$ cat config.mk
export PLATFORM = sky130hd
export DESIGN_NAME = mem_req_arbiter_flat
export DESIGN_NICKNAME = d
export VERILOG_FILES = /design/src/rtl/mem_req_arbiter_pkg.sv /design/src/rtl/mem_req_arbiter_if.sv /design/src/rtl/mem_req_arbiter_rr_arb2.sv /design/src/rtl/mem_req_arbiter.sv /design/src/flat_wrapper.sv
export SDC_FILE = /design/constraint.sdc
export NUM_CORES = 1
export LEC_CHECK = 0
export CAP_MARGIN = 30
export CORE_AREA = 2 2 89 91
export CTS_CLUSTER_DIAMETER = 50
export DETAILED_ROUTE_END_ITERATION = 16
export DIE_AREA = 0 0 91 93
export DONT_BUFFER_PORTS = 1
export PLACE_DENSITY = 0.33
export SLEW_MARGIN = 20
export SYNTH_ARGS = -nofsm -noshare
export SYNTH_HDL_FRONTEND = slang
export SYNTH_HIERARCHICAL = 1
export SYNTH_SLANG_ARGS = --single-unit
$ cat constraint.sdc
create_clock -name clk -period 2.6 [get_ports clk]
set_clock_uncertainty 0.1 [all_clocks]
set_input_delay 0.26 -clock clk [delete_from_list [all_inputs] [get_ports clk]]
set_output_delay 0.26 -clock clk [all_outputs]
set_load 0.01 [all_outputs]
$ cat src/rtl/mem_req_arbiter_pkg.sv
// -----------------------------------------------------------------------------
// mem_req_arbiter_pkg
//   Shared definitions for the dual-core data-memory request arbiter:
//   default widths, region-select encodings, the registered load-source
//   encoding and the two-way round-robin pick function.
// -----------------------------------------------------------------------------
package mem_req_arbiter_pkg;

  localparam int TAM_DEF  = 16;  // data and address width
  localparam int LMEM_DEF = 8;   // memory index width; addr[Lmem] is the region bit

  // Value of addr[Lmem]
  localparam logic REGION_PRIV   = 1'b0;
  localparam logic REGION_SHARED = 1'b1;

  // Where a pending load's data comes from on the response cycle
  typedef enum logic {
    RD_SRC_PRIV   = 1'b0,
    RD_SRC_SHARED = 1'b1
  } rd_src_e;

  // Two-way round-robin pick. On a conflict the core that did not win last
  // time takes the port; a lone request always wins. Result is one-hot or zero.
  function automatic logic [1:0] rr_pick(input logic [1:0] req, input logic last_grant);
    logic [1:0] gnt;
    gnt = req;
    if (req == 2'b11) begin
      gnt = last_grant ? 2'b01 : 2'b10;
    end
    return gnt;
  endfunction

endpackage

$ cat src/rtl/mem_req_arbiter_if.sv
// -----------------------------------------------------------------------------
// mem_req_arbiter_if
//   Bundles every non-clock signal of the arbiter: the two core request /
//   response channels, the two private-bank ports and the shared-bank port.
//   slave  : the arbiter's view (requests and RAM read data in, the rest out)
//   master : the environment's view (cores plus RAMs)
// -----------------------------------------------------------------------------
interface mem_req_arbiter_if
  import mem_req_arbiter_pkg::*;
#(
  parameter int TAM  = TAM_DEF,
  parameter int Lmem = LMEM_DEF
);

  // Core 0 request / response
  logic            req0_valid;
  logic            req0_we;
  logic [TAM-1:0]  req0_addr;
  logic [TAM-1:0]  req0_wdata;
  logic            req0_ready;
  logic            rsp0_valid;
  logic [TAM-1:0]  rsp0_rdata;

  // Core 1 request / response
  logic            req1_valid;
  logic            req1_we;
  logic [TAM-1:0]  req1_addr;
  logic [TAM-1:0]  req1_wdata;
  logic            req1_ready;
  logic            rsp1_valid;
  logic [TAM-1:0]  rsp1_rdata;

  // Private bank ports
  logic            priv0_en;
  logic            priv0_we;
  logic [Lmem-1:0] priv0_addr;
  logic [TAM-1:0]  priv0_wdata;
  logic [TAM-1:0]  priv0_rdata;
  logic            priv1_en;
  logic            priv1_we;
  logic [Lmem-1:0] priv1_addr;
  logic [TAM-1:0]  priv1_wdata;
  logic [TAM-1:0]  priv1_rdata;

  // Shared bank port
  logic            sh_en;
  logic            sh_we;
  logic [Lmem-1:0] sh_addr;
  logic [TAM-1:0]  sh_wdata;
  logic [TAM-1:0]  sh_rdata;

  modport slave (
    input  req0_valid, req0_we, req0_addr, req0_wdata,
    input  req1_valid, req1_we, req1_addr, req1_wdata,
    output req0_ready, rsp0_valid, rsp0_rdata,
    output req1_ready, rsp1_valid, rsp1_rdata,
    output priv0_en, priv0_we, priv0_addr, priv0_wdata,
    output priv1_en, priv1_we, priv1_addr, priv1_wdata,
    input  priv0_rdata, priv1_rdata,
    output sh_en, sh_we, sh_addr, sh_wdata,
    input  sh_rdata
  );

  modport master (
    output req0_valid, req0_we, req0_addr, req0_wdata,
    output req1_valid, req1_we, req1_addr, req1_wdata,
    input  req0_ready, rsp0_valid, rsp0_rdata,
    input  req1_ready, rsp1_valid, rsp1_rdata,
    input  priv0_en, priv0_we, priv0_addr, priv0_wdata,
    input  priv1_en, priv1_we, priv1_addr, priv1_wdata,
    output priv0_rdata, priv1_rdata,
    input  sh_en, sh_we, sh_addr, sh_wdata,
    output sh_rdata
  );

endinterface

$ cat src/rtl/mem_req_arbiter_rr_arb2.sv
// -----------------------------------------------------------------------------
// rr_arb2
//   Two-input round-robin arbiter for the shared-bank port.
//   clk, rst       : clock, synchronous active-high reset
//   req_i[1:0]     : shared-bank requests from core 0 / core 1
//   advance_i      : a grant issued this cycle is taken (updates last_grant)
//   gnt_o[1:0]     : combinational grant, one-hot or zero
//   last_grant_o   : core that won the most recent shared grant (resets to 1)
// -----------------------------------------------------------------------------
module rr_arb2
  import mem_req_arbiter_pkg::*;
(
  input  logic       clk,
  input  logic       rst,
  input  logic [1:0] req_i,
  input  logic       advance_i,
  output logic [1:0] gnt_o,
  output logic       last_grant_o
);

  logic last_grant_q, last_grant_d;

  always_comb begin
    gnt_o        = rr_pick(req_i, last_grant_q);
    last_grant_d = last_grant_q;
    // Only a cycle that actually grants moves the pointer
    if (advance_i && (gnt_o != 2'b00)) begin
      last_grant_d = gnt_o[1];
    end
  end

  // Reset to core 1 so core 0 wins the first conflict
  always_ff @(posedge clk) begin
    if (rst) begin
      last_grant_q <= 1'b1;
    end else begin
      last_grant_q <= last_grant_d;
    end
  end

  assign last_grant_o = last_grant_q;

endmodule

$ cat src/rtl/mem_req_arbiter.sv
// -----------------------------------------------------------------------------
// mem_req_arbiter
//   Sits in front of the dual-core data memory. Each core issues at most one
//   load/store per cycle; addr[Lmem] picks the core-private bank (0) or the
//   single-ported shared bank (1). Private requests are accepted at once;
//   shared requests are serialised round-robin. Load data returns one cycle
//   after acceptance with rspN_valid.
//   clk, rst : clock, synchronous active-high reset
//   bus      : mem_req_arbiter_if.slave -- core request/response channels,
//              private bank 0/1 ports, shared bank port
// -----------------------------------------------------------------------------
module mem_req_arbiter
  import mem_req_arbiter_pkg::*;
#(
  parameter int TAM  = TAM_DEF,
  parameter int Lmem = LMEM_DEF
)(
  input  logic              clk,
  input  logic              rst,
  mem_req_arbiter_if.slave  bus
);

  logic [1:0] sh_req;
  logic [1:0] gnt;
  logic       last_grant;
  logic       is_sh0, is_sh1;
  logic       rdy0, rdy1;
  logic       sel1;

  logic [1:0] rd_pend_q, rd_pend_d;
  rd_src_e    rd_src0_q, rd_src0_d;
  rd_src_e    rd_src1_q, rd_src1_d;

  // Upper address bits are deliberately ignored
  logic unused_hi_bits;
  assign unused_hi_bits = ^{bus.req0_addr[TAM-1:Lmem+1], bus.req1_addr[TAM-1:Lmem+1]};

  assign is_sh0 = (bus.req0_addr[Lmem] == REGION_SHARED);
  assign is_sh1 = (bus.req1_addr[Lmem] == REGION_SHARED);

  // Nothing competes while reset is held, so nothing is granted either
  assign sh_req = {~rst & bus.req1_valid & is_sh1,
                   ~rst & bus.req0_valid & is_sh0};

  rr_arb2 u_arb (
    .clk          (clk),
    .rst          (rst),
    .req_i        (sh_req),
    .advance_i    (~rst),
    .gnt_o        (gnt),
    .last_grant_o (last_grant)
  );

  // ---- request side: region decode, ready, bank strobes ----
  always_comb begin
    rdy0 = ~rst & bus.req0_valid & (~is_sh0 | gnt[0]);
    rdy1 = ~rst & bus.req1_valid & (~is_sh1 | gnt[1]);
    sel1 = gnt[1];

    bus.req0_ready  = rdy0;
    bus.req1_ready  = rdy1;

    bus.priv0_en    = ~rst & bus.req0_valid & ~is_sh0;
    bus.priv0_we    = ~rst & bus.req0_valid & ~is_sh0 & bus.req0_we;
    bus.priv0_addr  = bus.req0_addr[Lmem-1:0];
    bus.priv0_wdata = bus.req0_wdata;

    bus.priv1_en    = ~rst & bus.req1_valid & ~is_sh1;
    bus.priv1_we    = ~rst & bus.req1_valid & ~is_sh1 & bus.req1_we;
    bus.priv1_addr  = bus.req1_addr[Lmem-1:0];
    bus.priv1_wdata = bus.req1_wdata;

    // Shared port carries whichever core holds the grant
    bus.sh_en    = (gnt != 2'b00);
    bus.sh_we    = (gnt != 2'b00) & (sel1 ? bus.req1_we : bus.req0_we);
    bus.sh_addr  = sel1 ? bus.req1_addr[Lmem-1:0] : bus.req0_addr[Lmem-1:0];
    bus.sh_wdata = sel1 ? bus.req1_wdata : bus.req0_wdata;

    // A load accepted now owes a response next cycle from the bank it used
    rd_pend_d = {rdy1 & ~bus.req1_we, rdy0 & ~bus.req0_we};
    rd_src0_d = is_sh0 ? RD_SRC_SHARED : RD_SRC_PRIV;
    rd_src1_d = is_sh1 ? RD_SRC_SHARED : RD_SRC_PRIV;
  end

  // ---- response pipeline register ----
  always_ff @(posedge clk) begin
    if (rst) begin
      rd_pend_q <= 2'b00;
    end else begin
      rd_pend_q <= rd_pend_d;
    end
    rd_src0_q <= rd_src0_d;
    rd_src1_q <= rd_src1_d;
  end

  // ---- response side: data mux from the registered source ----
  always_comb begin
    bus.rsp0_valid = ~rst & rd_pend_q[0];
    bus.rsp1_valid = ~rst & rd_pend_q[1];
    bus.rsp0_rdata = '0;
    bus.rsp1_rdata = '0;
    if (bus.rsp0_valid) begin
      bus.rsp0_rdata = (rd_src0_q == RD_SRC_SHARED) ? bus.sh_rdata : bus.priv0_rdata;
    end
    if (bus.rsp1_valid) begin
      bus.rsp1_rdata = (rd_src1_q == RD_SRC_SHARED) ? bus.sh_rdata : bus.priv1_rdata;
    end
  end

  // Exposed for waveform inspection only
  logic unused_last_grant;
  assign unused_last_grant = last_grant;

endmodule

$ cat src/flat_wrapper.sv
// flat-port wrapper written by rule: the top's interface ports become plain ports
module mem_req_arbiter_flat import mem_req_arbiter_pkg::*;
#(
  parameter int TAM  = TAM_DEF,
  parameter int Lmem = LMEM_DEF
)
  (clk, rst, bus_req0_valid, bus_req0_we, bus_req0_addr, bus_req0_wdata, bus_req1_valid, bus_req1_we, bus_req1_addr, bus_req1_wdata, bus_req0_ready, bus_rsp0_valid, bus_rsp0_rdata, bus_req1_ready, bus_rsp1_valid, bus_rsp1_rdata, bus_priv0_en, bus_priv0_we, bus_priv0_addr, bus_priv0_wdata, bus_priv1_en, bus_priv1_we, bus_priv1_addr, bus_priv1_wdata, bus_priv0_rdata, bus_priv1_rdata, bus_sh_en, bus_sh_we, bus_sh_addr, bus_sh_wdata, bus_sh_rdata);
  mem_req_arbiter_if #(.TAM(TAM), .Lmem(Lmem)) bus_i ();
  input  logic clk;
  input  logic rst;
  input wire logic [$bits(bus_i.req0_valid)-1:0] bus_req0_valid;
  input wire logic [$bits(bus_i.req0_we)-1:0] bus_req0_we;
  input wire logic [$bits(bus_i.req0_addr)-1:0] bus_req0_addr;
  input wire logic [$bits(bus_i.req0_wdata)-1:0] bus_req0_wdata;
  input wire logic [$bits(bus_i.req1_valid)-1:0] bus_req1_valid;
  input wire logic [$bits(bus_i.req1_we)-1:0] bus_req1_we;
  input wire logic [$bits(bus_i.req1_addr)-1:0] bus_req1_addr;
  input wire logic [$bits(bus_i.req1_wdata)-1:0] bus_req1_wdata;
  output wire logic [$bits(bus_i.req0_ready)-1:0] bus_req0_ready;
  output wire logic [$bits(bus_i.rsp0_valid)-1:0] bus_rsp0_valid;
  output wire logic [$bits(bus_i.rsp0_rdata)-1:0] bus_rsp0_rdata;
  output wire logic [$bits(bus_i.req1_ready)-1:0] bus_req1_ready;
  output wire logic [$bits(bus_i.rsp1_valid)-1:0] bus_rsp1_valid;
  output wire logic [$bits(bus_i.rsp1_rdata)-1:0] bus_rsp1_rdata;
  output wire logic [$bits(bus_i.priv0_en)-1:0] bus_priv0_en;
  output wire logic [$bits(bus_i.priv0_we)-1:0] bus_priv0_we;
  output wire logic [$bits(bus_i.priv0_addr)-1:0] bus_priv0_addr;
  output wire logic [$bits(bus_i.priv0_wdata)-1:0] bus_priv0_wdata;
  output wire logic [$bits(bus_i.priv1_en)-1:0] bus_priv1_en;
  output wire logic [$bits(bus_i.priv1_we)-1:0] bus_priv1_we;
  output wire logic [$bits(bus_i.priv1_addr)-1:0] bus_priv1_addr;
  output wire logic [$bits(bus_i.priv1_wdata)-1:0] bus_priv1_wdata;
  input wire logic [$bits(bus_i.priv0_rdata)-1:0] bus_priv0_rdata;
  input wire logic [$bits(bus_i.priv1_rdata)-1:0] bus_priv1_rdata;
  output wire logic [$bits(bus_i.sh_en)-1:0] bus_sh_en;
  output wire logic [$bits(bus_i.sh_we)-1:0] bus_sh_we;
  output wire logic [$bits(bus_i.sh_addr)-1:0] bus_sh_addr;
  output wire logic [$bits(bus_i.sh_wdata)-1:0] bus_sh_wdata;
  input wire logic [$bits(bus_i.sh_rdata)-1:0] bus_sh_rdata;
  assign bus_i.req0_valid = bus_req0_valid;
  assign bus_i.req0_we = bus_req0_we;
  assign bus_i.req0_addr = bus_req0_addr;
  assign bus_i.req0_wdata = bus_req0_wdata;
  assign bus_i.req1_valid = bus_req1_valid;
  assign bus_i.req1_we = bus_req1_we;
  assign bus_i.req1_addr = bus_req1_addr;
  assign bus_i.req1_wdata = bus_req1_wdata;
  assign bus_req0_ready = bus_i.req0_ready;
  assign bus_rsp0_valid = bus_i.rsp0_valid;
  assign bus_rsp0_rdata = bus_i.rsp0_rdata;
  assign bus_req1_ready = bus_i.req1_ready;
  assign bus_rsp1_valid = bus_i.rsp1_valid;
  assign bus_rsp1_rdata = bus_i.rsp1_rdata;
  assign bus_priv0_en = bus_i.priv0_en;
  assign bus_priv0_we = bus_i.priv0_we;
  assign bus_priv0_addr = bus_i.priv0_addr;
  assign bus_priv0_wdata = bus_i.priv0_wdata;
  assign bus_priv1_en = bus_i.priv1_en;
  assign bus_priv1_we = bus_i.priv1_we;
  assign bus_priv1_addr = bus_i.priv1_addr;
  assign bus_priv1_wdata = bus_i.priv1_wdata;
  assign bus_i.priv0_rdata = bus_priv0_rdata;
  assign bus_i.priv1_rdata = bus_priv1_rdata;
  assign bus_sh_en = bus_i.sh_en;
  assign bus_sh_we = bus_i.sh_we;
  assign bus_sh_addr = bus_i.sh_addr;
  assign bus_sh_wdata = bus_i.sh_wdata;
  assign bus_i.sh_rdata = bus_sh_rdata;
  mem_req_arbiter #(.TAM(TAM), .Lmem(Lmem)) u_core (.clk(clk), .rst(rst), .bus(bus_i));
endmodule
; ---- After elaboration in Yosys (flattened, before gate mapping)
; Cells that the tools add are included.
[totals]
regBits = 5
inputBits = 118
out_inout_bits = 114
elab_cells = 40
[classes]
n_mux = 11
n_reduce_logical = 2
bitwise_logic = 22
eq_ne = 1
[ops]
columns = operator, count
row1 = two-way mux 16 bit, 5
row2 = AND 1 bit, 15
row3 = two-way mux 8 bit, 1
row4 = NOT 1 bit, 5
row5 = two-way mux 2 bit, 2
row6 = two-way mux 1 bit, 3
row7 = "== test 2 bit, second input constant", 1
row8 = OR 1 bit, 2
row9 = nonzero test 2 bit, 1
row10 = logical AND 1 bit, 1

; ---- Longest topological paths before layout
; Gate-level depths: netlist (run 1).
[depth]
ltp_word = 8
mapped_depth = 7
depth_no_buf = 5

; ---- Cells and area by module
; Netlist (run 1), hierarchy kept.
[by_module_without_submodules]
columns = mod, area_each_um2, n_inst, cells_per_inst, seq_area_each_um2
row1 = mem_req_arbiter, 1468.9, 1, 174, 80.1
row2 = rr_arb2, 61.3, 1, 7, 20.0

; ---- Least setup slack after synthesis (run 1)
; Ideal clock, no wire load.
[synth_timing]
kind = input to output
from = input rst
to = output bus_sh_addr[3]
setup_slack_ns = 0.905
path_buffers = 2
path_stages = 6
required_ns = 2.240
t_arrival_ns = 1.335
cell_sequence = inv_1 -> and3_1 -> a21boi_0 -> buf_6 -> buf_12 -> mux2_4
[synth_between]
elab_chain_len = 6
elab_cells_between_ends = 8
cone_classes = 1 x eq/ne / 2 x mux / 5 x bitwise
[synth_lines]
columns = item, line
row1 = "start, declared", flat_wrapper.sv:10  ; input logic rst;
row2 = NOT 1 bit *, mem_req_arbiter.sv:42  ; assign sh_req = {~rst & bus.req1_valid & is_sh1,
row3 = AND 1 bit * (2 in series), mem_req_arbiter.sv:42
row4 = named net u_core.sh_req[1], mem_req_arbiter.sv:23  ; logic [1:0] sh_req;
row5 = == test 2 bit, mem_req_arbiter_pkg.sv:27  ; if (req == 2'b11) begin
row6 = two-way mux 2 bit *, mem_req_arbiter_pkg.sv:27
row7 = named net u_core.gnt[1], mem_req_arbiter.sv:24  ; logic [1:0] gnt;
row8 = two-way mux 8 bit *, mem_req_arbiter.sv:76  ; bus.sh_addr = sel1 ? bus.req1_addr[Lmem-1:0] : bus.req0_addr[Lmem-1:0];
row9 = "end, declared", flat_wrapper.sv:37  ; output wire logic [$bits(bus_i.sh_addr)-1:0] bus_sh_addr;
; Mark *: on every way through the listed nets, which the timed path passes. The rest lies on a longest branch.

; ---- Worst setup path in the final report (run 1)
[layout_timing]
from = input rst
to = output bus_req1_ready
[layout_between]
elab_chain_len = 7
elab_cells_between_ends = 9
cone_classes = 1 x eq/ne / 1 x mux / 7 x bitwise
[layout_lines]
columns = item, line
row1 = NOT 1 bit *, mem_req_arbiter.sv:42
row2 = AND 1 bit * (2 in series), mem_req_arbiter.sv:42
row3 = named net u_core.sh_req[1], mem_req_arbiter.sv:23
row4 = == test 2 bit, mem_req_arbiter_pkg.sv:27
row5 = two-way mux 2 bit *, mem_req_arbiter_pkg.sv:27
row6 = named net u_core.gnt[1], mem_req_arbiter.sv:24
row7 = OR 1 bit *, mem_req_arbiter.sv:57  ; rdy1 = ~rst & bus.req1_valid & (~is_sh1 | gnt[1]);
row8 = AND 1 bit *, mem_req_arbiter.sv:57
row9 = "end, declared", flat_wrapper.sv:22  ; output wire logic [$bits(bus_i.req1_ready)-1:0] bus_req1_ready;
; Marks and branches as above.

==> key figures, run 1 <==
Clock network
  – CTS Sinks: 5
  – Root buf cell: clkbuf_8
  – TritonCTS clock tree: done
  – Post-CTS sizing: 0
  – Htree depth: 1
  – Clock tree buffer depth: 2
  – Later-pin clock latency in the skew report: 220 ps
  – CTS buffer count: 3
  – CTS clk-pin slew, worst paths: 40 ps

Floorplan
  – Initial Utilization: 20.3%
  – Vert. Die Dim: 93 um
  – Full die area: 8460 um2
  – Row Count: 32
  – Chip width: 91 um
  – Ports: 232
  – Core box area: 7530 um2

Place
  – Post-DP HPWL: 3170 um
  – Placed Cells: 227
  – Port bufs: 0
  – Dpl ws: 689 ps
  – GPL Wtd Cong: 0.625
  – Dpl cell area: 1200 um2

Global route
  – Vias in the first global route: 1094
  – Largest net degree at the start of global routing: 28
  – First-pass GRT wire length: 5290 um
  – Total track usage: 7.62%
  – Initial antenna violation count: 0
  – Grt ovf: 0

Drt
  – DRC viols: 0
  – Final WL: 3840 um
  – Post-route antenna net violation count: 0
  – Vias per cell: 4.49
  – Per-cell routed wire length: 16.5 um
  – Iteration count of the initial detailed-routing pass: 4
  – Vias: 1046
  – DRT iter0 DRCs: 18

STA
  – Worst Tran Pin Value: 704 ps
  – Fmax: 528 MHz
  – Slew HR: 53.1%
  – RSZ-0062 raised after global routing: false
  – Fin crit share: 72.9%
  – Count of final hold-check violations: 0
  – Post-route setup TNS: 0 ps
  – Fin crit period: 1900 ps
  – Fin Hold WS: 6.88 ps
  – Final Max Slew Viols: 0
  – Post-route setup slack: 705 ps
  – Final setup viols: 0

Worst setup path
  – Worst EP arrival: 1540 ps
  – Critical-path maximum fanout: 27
  – RR Startpoint: u_core/u_arb/last_grant_o
  – WS Path Type: in -> out
  – R2R setup slack: 1210 ps
  – Worst R2R Path Depth: 4
  – Critical Path End Type: output pin
  – Data required, critical path: 2240 ps
  – Worst R2R End: u_core/rd_pend_q[1]
  – Worst Setup Start Kind: input pin

Power and ir drop
  – Pwr Density: 295 nW/um2
  – Leakage power: 0.000566 uW
  – Peak supply drop: 0.0000955 V

Yosys
  – Average size of a mapped cell: 8.45 um2
  – Synth unique cells: 21
  – Async SR Flop Fraction: 0%
  – Synth area leaders: buf_4 (24%), mux2i_1 (21%), mux2_4 (17%)
  – Yosys reg bits: 5
  – Ys flop type: dfxtp_1
  – Seq/Total Area, Yosys: 6.54%
  – Post-synthesis net count: 299
  – Post-synth EDFFs: 0
  – Gate Count Post-Synth: 181
  – Synth top area share: 24.0%
  – Yosys top cell by area: buf_4
  – Mapped cell area: 1530 um2
  – Synthesis Warnings: 6

Final layout
  – Area Overhead vs Synth: -17.2%
  – Ant. Diodes: 0
  – Fill cell count: 881
  – Layout cells sized above 1: 25.2%
  – Final instance area: 1270 um2
  – Final std cells w/o fill: 233
  – Nets@finish: 250
  – Reg area: 100 um2
  – Multi-input combinational cell area: 930 um2

Flow run
  – Maxcap violations: 0

Min path
  – Hold Path Origin: bus_req1_we
  – Hold Crit Class: in -> reg
  – Worst hold endpoint: u_core/rd_pend_q[1]
  – Worst Hold Depth: 1

Run status
  – Outcome: finished, final reports clean
area by class of cell:
class                      instances  area share, %
multi-input combinational        111           73.3
clock buffer                       4           3.55
timing repair buffer               5           3.36
inverter                           6           1.78
tap                              102           10.1
sequential                         5           7.90
where the power goes:
| group | switching [uW] | total [uW] | leakage (uW) | internal (uW) |
|---|---|---|---|---|
| Combinational | 74.3 | 148 | 0.000502 | 73.4 |
| Clock | 39.7 | 145 | 0.0000228 | 105 |
| Sequential | 1.34 | 81.7 | 0.0000413 | 80.3 |
metrics by stage:
| step | util, % | total power, uW |
|---|---|---|
| global route | 16.8 | 397 |
| floorplan | - | 300 |
| detailed placement | 16.0 | 229 |
| global placement | 16.0 | 229 |
| CTS | 16.8 | 381 |
| finish | 16.8 | 374 |
sequential cells by signal, summed over array words and instances (netlist names):
register,cells
u_core/rd_src1_q,1
u_core/rd_pend_q,2
u_core/u_arb/last_grant_o,1
u_core/rd_src0_q,1
cell usage in the layout, fill, tap and decap left out, drive strengths merged:
| cell | n |
|---|---|
| a211oi | 2 |
| a21boi | 2 |
| a21oi | 3 |
| and3 | 3 |
| buf | 3 |
| clkbuf | 4 |
| dfxtp | 5 |
| dlygate4sd3 | 2 |
| inv | 6 |
| mux2 | 24 |
| mux2i | 32 |
| nand2 | 3 |
| nand2b | 4 |
| nor2 | 34 |
| nor3b | 2 |
| o21ai | 1 |
| o21bai | 1 |
timing repair:
| action | 4_1_cts | 5_1_grt |
|---|---|---|
| hold buffers | 2 | 0 |
| hold endpoints to repair | 2 | 0 |
| setup buffers | 0 | 0 |
logic make-up after synthesis:
kind of cell / after synthesis / synth area share, %
AND/OR/NAND/NOR: 46 / 12.9
multiplexers: 56 / 42.8
flip-flops: 5 / 6.54
buffers and inverters: 65 / 33.4
AO/OA/AOI/OAI: 9 / 4.33
how the worst max path moves through the flow:
| stage | to | slack, ps | startpoint |
|---|---|---|---|
| 4_1_cts | bus_req1_ready | 680 | u_core/u_arb/last_grant_o |
| 6_report | bus_req1_ready | 700 | rst |
| 5_1_grt | bus_req1_ready | 540 | rst |
| 3_5_place_dp | bus_req1_ready | 690 | rst |
| 2_1_floorplan | bus_sh_addr[3] | 910 | rst |
| 3_3_place_gp | bus_req1_ready | 680 | rst |
metal layers:
metal	global-route usage [%]	vias to the layer above	wire length, um	part of all wire, %
met4	4.04	0	63	1.6
met3	3.38	11	603	16
met5	0	-	0	0
met1	7.87	466	1330	35
met2	13.0	116	1850	48
li1	-	453	-	-
synthesized netlist by cell type (3+ instances only):
cell type / n
a21oi_1: 3
and3_1: 3
buf_4: 49
buf_6: 5
dfxtp_1: 5
inv_1: 6
mux2_2: 7
mux2_4: 17
mux2i_1: 32
nand2_1: 3
nand2b_1: 4
nor2_1: 34
critical path: stages:
cell and delay, ps:
inv_1 80, and3_1 200, a21boi_4 170, buf_4 370
inv_1 160, a21oi_1 290
Note: power is estimated with default switching activity, not from simulation.
==> run 2, diff against run 1 <==
- PLACE_DENSITY: 0.33 -> 0.34
- clock period: 2.6 -> 1.54 ns (I/O delays scaled with it)
==> key figures, run 2 (synthesis gave the netlist of run 1 again) <==
Clock network
  – CTS clk-pin slew, worst paths: 40 ps (about the same)
  – TritonCTS clock tree: done
  – CTS buffer count: 3 (unchanged)
  – CTS Sinks: 5 (unchanged)
  – Postcts setup bufs: 0 (unchanged)
  – Later-pin clock latency in the skew report: 220 ps (about the same)
  – Clock tree buffer depth: 2 (unchanged)
  – Root buf cell: clkbuf_8
  – Htree depth: 1 (unchanged)

STA
  – Final setup viols: 7 (+7)
  – Post-route setup slack: -32.9 ps (-738 ps)
  – Count of final hold-check violations: 0 (unchanged)
  – Fmax: 636 MHz
  – Fin crit share: 102%
  – Worst Tran Pin Value: 399 ps (-305 ps)
  – RSZ-0062 raised after global routing: true
  – Fin Hold WS: 85.7 ps (+78.8 ps)
  – Fin crit period: 1570 ps
  – Final Max Slew Viols: 0 (unchanged)
  – Slew HR: 73.4% (+20 points)

Run status
  – Outcome: finished, violations left
  – Failing checks: negative setup slack

Place
  – Port bufs: 0 (unchanged)
  – Placed Cells: 230 (+1.3%)
  – GPL Wtd Cong: 0.689 (+10%)
  – Post-DP HPWL: 3160 um (-0.15%)

Final layout
  – Nets@finish: 256 (+2.4%)
  – Final std cells w/o fill: 239 (+2.6%)
  – Area Overhead vs Synth: -11.5%
  – Ant. Diodes: 0 (unchanged)
  – Top reg by flops: u_core/rd_pend_q
  – Fill cell count: 872 (-1.0%)
  – Commonest non-fill, non-tap cells in the layout: nor2_1 (34), mux2i_1 (32), mux2_4 (17)
  – Multi-input combinational cell area: 937 um2 (+0.81%)
  – Commonest non-fill, non-tap cell in the layout: nor2_1
  – Reg area: 101 um2 (+1.2%)
  – Layout cells sized above 1: 28.5% (+3.3 points)
  – Fin util: 18.0% (+1.1 points)
  – Max FFs per register: 2 (unchanged)

Global route
  – Vias in the first global route: 1016 (-7.1%)
  – Largest net degree at the start of global routing: 23 (-18%)
  – Grt ovf: 0 (unchanged)
  – Total track usage: 7.50% (-0.12 points)
  – Initial antenna violation count: 0 (unchanged)
  – First-pass GRT wire length: 5150 um (-2.7%)

Floorplan
  – Core box area: 7530 um2 (unchanged)
  – Vert. Die Dim: 93 um (unchanged)
  – Full die area: 8460 um2 (unchanged)
  – Row Count: 32 (unchanged)
  – Ports: 232 (unchanged)
  – Chip width: 91 um (unchanged)
  – Initial Utilization: 20.3% (unchanged)

Power and ir drop
  – Peak supply drop: 0.000159 V (+67%)
  – Switching Fraction: 30.0% (-0.80 points)
  – Cell Int Power: 451 uW (+74%)
  – Pwr Density: 476 nW/um2 (+61%)
  – Reg power frac: 21.6% (-0.2 points)
  – Leakage power: 0.000601 uW (+6.1%)
  – Combinational power share: 41.5% (+2.1 points)
  – Clock share of power: 37.0% (-1.7 points)
  – Net switching power: 193 uW (+68%)

Worst setup path
  – Critical Path End Type: output pin
  – Max incr delay on CP: 390 ps (+20 ps)
  – Critical-path cell list: a21boi_4 -> buf_12 -> mux2_2
  – Data required, critical path: 1290 ps (-950 ps)
  – Critical path's slowest cell: mux2_2
  – Worst Setup Start Kind: flop
  – Worst EP arrival: 1320 ps (-220 ps)
  – WS Path Type: reg -> out
  – Critical-path maximum fanout: 22 (-19%)

Flow run
  – Maxcap violations: 0 (unchanged)

Drt
  – DRT iter0 DRCs: 12 (-6)
  – Vias: 1082 (+3.4%)
  – Post-route antenna net violation count: 0 (unchanged)
  – Per-cell routed wire length: 16.2 um (-2.1%)
  – Final WL: 3860 um (+0.44%)
  – DRC viols: 0 (unchanged)
  – Iteration count of the initial detailed-routing pass: 2 (-2)
  – Vias per cell: 4.53 (+0.84%)

Min path
  – Hold Crit Class: in -> reg
==> run 2: changes by cell type in the layout (fill, tap and decap cells not counted), moves of 2 or more <==
cell / delta
dlygate4sd3_1: +3
a21oi_1: -2
a21oi_2: +2
buf_12: +2
==> run 2: cell type report <==
| class | count | area share [%] |
|---|---|---|
| timing repair buffer | 11 | 8.87 |
| multi-input combinational | 111 | 69.2 |
| clock buffer | 4 | 3.33 |
| inverter | 6 | 1.66 |
| tap | 102 | 9.43 |
| sequential | 5 | 7.49 |
==> run 2: worst max-delay path: cells and delay by family (launching register included) <==
family | cells | cell delay [ps]
buf+inv | 1 | 200
mux | 1 | 390
flops | 1 | 330
compound gates | 1 | 160
==> run 2: power by group through the flow <==
stage | clock, uW | sequential, uW | combinational, uW
global placement | 0 | 141 | 255
finish | 238 | 139 | 267
floorplan | 0 | 139 | 367
CTS | 247 | 139 | 270
global route | 254 | 139 | 287
detailed placement | 0 | 141 | 254
==> run 2: metal layers <==
layer,wire [um],part of all wire [%],vias up,track usage (%)
li1,-,-,462,-
met1,1330,34,500,7.52
met2,1970,51,114,14.0
met3,520,13,6,2.58
met4,48,1.2,0,3.41
met5,0,0,-,0
==> run 2: worst paths after layout <==
check / slack (ps) / start / depth (start not counted) / end
worst max register to register: 390 / u_core/u_arb/last_grant_o / 4 / u_core/rd_pend_q[0]
worst min register to register: 440 / u_core/u_arb/last_grant_o / 2 / u_core/u_arb/last_grant_o
worst max-delay path: -30 / u_core/u_arb/last_grant_o / 3 / bus_sh_addr[1]
worst min-delay path: 90 / bus_req1_valid / 2 / u_core/rd_pend_q[1]
==> run 2: stage by stage <==
step | power [uW] | setup TNS, ps | area [um2] | setup WS (ps)
6_report | 645 | -207 | 1350 | -32.9
5_1_grt | 681 | -986 | 1350 | -84.9
4_1_cts | 656 | -336 | 1350 | -49.5
3_5_place_dp | 395 | 0 | 1250 | 37.0
3_3_place_gp | 396 | 0 | 1250 | 14.4
2_1_floorplan | 507 | 0 | 1530 | 57.4
==> run 2: repair_timing <==
action,in CTS,in global routing
hold endpoints to repair,5,0
hold buffers,5,0
resized for setup,3,2
endpoints found under the setup margin,24,23
